`config.mk`:
```
export PLATFORM = sky130hd
export DESIGN_NAME = machine_counters
export DESIGN_NICKNAME = d
export VERILOG_FILES = /design/src/rtl/machine_counters.sv
export SDC_FILE = /design/constraint.sdc
export NUM_CORES = 1
export LEC_CHECK = 0
export ABC_AREA = 1
export CAP_MARGIN = 20
export CORE_MARGIN = 5
export CORE_UTILIZATION = 35
export DETAILED_ROUTE_END_ITERATION = 8
export GPL_ROUTABILITY_DRIVEN = 0
export MAX_ROUTING_LAYER = met4
export PLACE_DENSITY = 0.57
export RECOVER_POWER = 25
export SETUP_SLACK_MARGIN = 0.4
export SYNTH_ARGS = -nofsm -noshare
export SYNTH_HDL_FRONTEND = slang
export SYNTH_SLANG_ARGS = --single-unit
```
`constraint.sdc`:
```
create_clock -name clk_in -period 4.3 [get_ports clk_in]
set_input_delay 0.43 -clock clk_in [delete_from_list [all_inputs] [get_ports clk_in]]
set_output_delay 0.43 -clock clk_in [all_outputs]
set_load 0.005 [all_outputs]
```
`src/rtl/machine_counters.sv`:
```
// machine_counters: mcycle/minstret 64-bit counters with CSR read/write access
// and read-only user shadows at 0xCxx.
`default_nettype none

module machine_counters #(
   parameter logic [63:0] MCYCLE_RESET   = 64'h0,
   parameter logic [63:0] MINSTRET_RESET = 64'h0
) (
   input  logic        clk_in,
   input  logic        rst_in,
   input  logic        mcountinhibit_cy_in,
   input  logic        mcountinhibit_ir_in,
   input  logic        instret_inc_in,
   input  logic [11:0] csr_addr_in,
   input  logic        wr_en_in,
   input  logic [31:0] data_wr_in,
   input  logic        rd_en_in,
   output logic [31:0] csr_rd_data_out,
   output logic        rd_valid_out,
   output logic        csr_hit_out,
   output logic [63:0] mcycle_out,
   output logic [63:0] minstret_out
);

   localparam logic [11:0] ADDR_MCYCLE     = 12'hB00;
   localparam logic [11:0] ADDR_MCYCLEH    = 12'hB80;
   localparam logic [11:0] ADDR_MINSTRET   = 12'hB02;
   localparam logic [11:0] ADDR_MINSTRETH  = 12'hB82;
   localparam logic [11:0] ADDR_CYCLE      = 12'hC00;
   localparam logic [11:0] ADDR_CYCLEH     = 12'hC80;
   localparam logic [11:0] ADDR_INSTRET    = 12'hC02;
   localparam logic [11:0] ADDR_INSTRETH   = 12'hC82;

   logic [63:0] mcycle;
   logic [63:0] minstret;
   logic [63:0] mcycle_next;
   logic [63:0] minstret_next;
   logic        cy_inc;
   logic        ir_inc;
   logic [31:0] rd_sel;
   logic        rd_hit;
   logic [31:0] rd_data;
   logic        rd_valid;
   logic        hit;

   // A low-half write replaces the low word and suppresses the increment;
   // a high-half write keeps the low increment but drops its carry.
   function automatic logic [63:0] next_count(
      input logic [63:0] cur,
      input logic        inc,
      input logic        wr_lo,
      input logic        wr_hi,
      input logic [31:0] d
   );
      logic [31:0] lo_inc;
      lo_inc = cur[31:0] + {31'b0, inc};
      if (wr_lo)
         next_count = {cur[63:32], d};
      else if (wr_hi)
         next_count = {d, lo_inc};
      else
         next_count = cur + {63'b0, inc};
   endfunction

   always_comb begin
      cy_inc        = ~mcountinhibit_cy_in;
      ir_inc        = instret_inc_in & ~mcountinhibit_ir_in;
      mcycle_next   = next_count(mcycle, cy_inc,
                                 wr_en_in && (csr_addr_in == ADDR_MCYCLE),
                                 wr_en_in && (csr_addr_in == ADDR_MCYCLEH),
                                 data_wr_in);
      minstret_next = next_count(minstret, ir_inc,
                                 wr_en_in && (csr_addr_in == ADDR_MINSTRET),
                                 wr_en_in && (csr_addr_in == ADDR_MINSTRETH),
                                 data_wr_in);
   end

   always_comb begin
      rd_sel = 32'h0;
      rd_hit = 1'b1;
      case (csr_addr_in)
         ADDR_MCYCLE,   ADDR_CYCLE:    rd_sel = mcycle[31:0];
         ADDR_MCYCLEH,  ADDR_CYCLEH:   rd_sel = mcycle[63:32];
         ADDR_MINSTRET, ADDR_INSTRET:  rd_sel = minstret[31:0];
         ADDR_MINSTRETH, ADDR_INSTRETH: rd_sel = minstret[63:32];
         default:                      rd_hit = 1'b0;
      endcase
   end

   always_ff @(posedge clk_in) begin
      if (rst_in) begin
         mcycle   <= MCYCLE_RESET;
         minstret <= MINSTRET_RESET;
         rd_data  <= 32'h0;
         rd_valid <= 1'b0;
         hit      <= 1'b0;
      end else begin
         mcycle   <= mcycle_next;
         minstret <= minstret_next;
         rd_valid <= rd_en_in;
         if (rd_en_in) begin
            rd_data <= rd_sel;
            hit     <= rd_hit;
         end
      end
   end

   assign csr_rd_data_out = rd_data;
   assign rd_valid_out    = rd_valid;
   assign csr_hit_out     = hit;
   assign mcycle_out      = mcycle;
   assign minstret_out    = minstret;

endmodule

`default_nettype wire

```
==> metrics.json <==
{
  "setup_path": {
    "worstSetupEndpointType": "flop",
    "worst-path-max-fanout": 23,
    "critPathMostFrequentCell": "clkbuf_1",
    "critical_path.n_buffers_inverters": 4,
    "critPathLaunchType": "input port",
    "worstSetupPathType": "in2reg",
    "timing.critical_path.max_delay_family": "buffers and inverters",
    "path_cells": "clkdlybuf4s50_1, clkbuf_1, clkinv_1, clkbuf_1, nor2_8, nand2_1, a21oi_1",
    "worst-endpoint-arrival_ns": 3.38,
    "cpMaxStageDelayCell": "clkbuf_1",
    "slowest_delay_ns": 0.65,
    "timing.critical_path.required_ns": 4.67
  },
  "logic_synthesis": {
    "count_of_flip_flops_with_a_built_in_enable_after_synthesis": 0,
    "syn-mean-instance-area_sq_um": 6.26,
    "postSynthRegisterBits": 162,
    "netlist_instances": 1788,
    "ys_top_cells_by_area": "dfxtp_1, nand2_1, a21oi_1, nand3_1, nor2_1",
    "synth_fp_nets": 1843,
    "synth.distinct_cells": 39,
    "synth.cell_area_sq_um": 11200,
    "synth_largest_area_cell": "dfxtp_1",
    "yosys_most_used_dff": "dfxtp_1",
    "synth_warnings": 0,
    "async_flop_share": 0,
    "post_synthesis_sequential_area_ratio": 0.290,
    "synth.top_cell.area_share": 0.290
  },
  "sta": {
    "post-route-period-util": 0.700,
    "report.final.slew_viol_count": 0,
    "timing_hold_violations_final": 0,
    "clock_skew_ns": 0.0130,
    "worst_slew_margin_rel": 0.161,
    "setup_total_negative_slack_ns": 0,
    "timing.fmax_mhz": 332,
    "minimum_period_implied_by_the_final_worst_setup_slack_ns": 3.01,
    "setup_ws_ns": 1.29,
    "finalSetupViolCount": 0,
    "unrepaired_setup_endpoints_after_global_routing": "false",
    "worst_slew_pin_slew_ns": 1.26
  },
  "final_layout": {
    "area.sequential_sq_um": 3240,
    "area.growth.synth_to_final_pct": 26.2,
    "design.final.nets": 2005,
    "post_route_cells_drive_above_1_share": 0.0678,
    "multi_input_gate_area_in_the_final_layout_sq_um": 7130,
    "final_common_cell": "nand2_1",
    "final_cells": 2366,
    "final_cell_mix": "nand2_1, nor2_1, a21oi_1, nand3_1, o21ai_0",
    "fillers": 3325
  },
  "route": {
    "avgRoutedWirePerCell_um": 22.2,
    "ant_nets": 0,
    "postRouteWirelength_um": 52500,
    "routed_via_density": 5.67,
    "initialDrtViolationCount": 1712,
    "post-route-drc-count": 0,
    "vias": 13400,
    "first_pass_iters": 6
  },
  "floorplan": {
    "coreArea_sq_um": 31600,
    "floorplan.initialDensity": 0.354,
    "die-area_sq_um": 35600,
    "floorplan.die.height_um": 189,
    "die_w_um": 189,
    "ios": 213,
    "core.rowCount": 65
  },
  "cts": {
    "hold_buffers": 0,
    "clock_sinks": 162,
    "worst_skew_pair.late_latency_ns": 0.44,
    "cts-root-buf": "clkbuf_16",
    "cts.reportedPaths.clkPinSlew_ns": 0.07,
    "cts-resized-gates": 0,
    "tritoncts_clock_tree": "yes",
    "cts_post_setup_buffers_inserted": 0,
    "clock_tree.buffer_depth": 2,
    "cts_inserted_buffers": 17,
    "clock_tree.htree_level_count": 4
  },
  "flow_run": {
    "drv_cap": 0
  },
  "global_routing": {
    "grt.total_usage": 0.289,
    "globalRouteOverflowTotal": 0,
    "grt_pass1_vias": 12500,
    "pin_count_of_the_biggest_net_entering_global_routing": 67,
    "grt_antenna_before_repair": 1,
    "grt_pass1_wl_um": 76900
  },
  "power": {
    "max-vdd-ir-drop_v": 0.000242,
    "power.density_cell_area_nw_per_um2": 244,
    "cellLeakagePower_nw": 4.73
  },
  "placed_design": {
    "placed_cells": 2333,
    "port-buffer-count": 212,
    "detailedPlace.worstSlack_ns": 1.45,
    "hpwl_um": 39400
  },
  "worst_hold_path": {
    "hp-class": "reg2reg"
  },
  "status": {
    "outcome": "completed"
  }
}
## kinds of logic after synthesis
kind of cell / after synthesis / share of synthesized area
XOR/XNOR: 48 / 0.0376
AO/OA/AOI/OAI: 424 / 0.200
adder cells (fa/ha/maj): 4 / 0.00447
buffers and inverters: 180 / 0.0729
AND/OR/NAND/NOR: 970 / 0.396
flip-flops: 162 / 0.290
## area by class of cell
| type | count | area share |
|---|---|---|
| multi-input cells | 1446 | 0.505 |
| flip-flops and latches | 162 | 0.230 |
| repair buffers | 225 | 0.158 |
| well taps | 402 | 0.0356 |
| clock buffers | 20 | 0.0331 |
| inverters | 98 | 0.0264 |
| clock inverters | 11 | 0.0126 |
| diodes | 2 | 0.000354 |
## routing by layer
layer,share of wire,vias to the layer above,track usage
met5,0,-,-
met4,0.030,0,0.0816
met3,0.095,105,0.0458
met2,0.47,782,0.469
met1,0.40,6230,0.374
li1,-,6299,-
## metrics by stage
| step | power, mW | utilization | cell area [sq um] | hold WS, ns |
|---|---|---|---|---|
| 3_5_place_dp | 1.73 | 0.427 | 13500 | 0.456 |
| 4_1_cts | 3.43 | 0.448 | 14100 | 0.466 |
| 2_1_floorplan | 1.62 | - | 11200 | 0.462 |
| 3_3_place_gp | 1.73 | 0.427 | 13500 | 0.454 |
| 5_1_grt | 3.51 | 0.447 | 14100 | 0.477 |
| 6_report | 3.44 | 0.447 | 14100 | 0.464 |
## worst register-to-register path: stages (launching register included)
cell	delay, ns
dfxtp_1	0.40
ha_1	0.20
ha_1	0.21
nand2_1	0.08
nor2_2	0.15
nand3b_1	0.25
inv_1	0.11
nand2_1	0.23
inv_1	0.14
nand2_1	0.06
nand2_1	0.06
nand3_1	0.08
a21oi_1	0.14
## report_power, final
| part | switching, mW | leakage, nW | internal [mW] |
|---|---|---|---|
| sequential | 0.00587 | 1.30 | 1.50 |
| clock | 0.719 | 0.305 | 1.02 |
| combinational | 0.124 | 3.12 | 0.0683 |
| total | 0.850 | 4.73 | 2.59 |
## worst paths after layout
kind | slack (ns) | endpoint | cells after the start | start
worst max register to register | 2.13 | minstret_out[42] | 12 | minstret_out[0]
worst min register to register | 0.46 | csr_rd_data_out[25] | 2 | csr_rd_data_out[25]
worst min-delay path | 0.46 | csr_rd_data_out[25] | 2 | csr_rd_data_out[25]
worst max-delay path | 1.29 | csr_rd_data_out[26] | 7 | rd_en_in
## sequential cells by signal, indices dropped and copies added (netlist names)
name             flops
rd_valid_out         1
csr_rd_data_out     32
minstret_out        64
mcycle_out          64
csr_hit_out          1
## synth_stat cells, types with 2 or more instances
library cell    n
buf_4           9
inv_2           9
a31oi_1         8
o21bai_1       26
nand4_1        33
o21ai_1         7
nor2_2         21
clkinv_1        2
inv_1          86
nor3_1          2
a21oi_1       206
xnor2_1        16
clkbuf_1       37
nand2_4         8
nand3_1       198
ha_1            4
o211ai_1        5
nor2_8          5
nand2_1       428
nand2_2        20
or2_0           7
xor2_1         32
buf_12          3
nand3_4         4
buf_6           2
dfxtp_1       162
nor2_1        225
a21oi_2         5
nor2_4         14
o21ai_0       166
buf_2          30
Note: power is estimated with default switching activity, not from simulation.
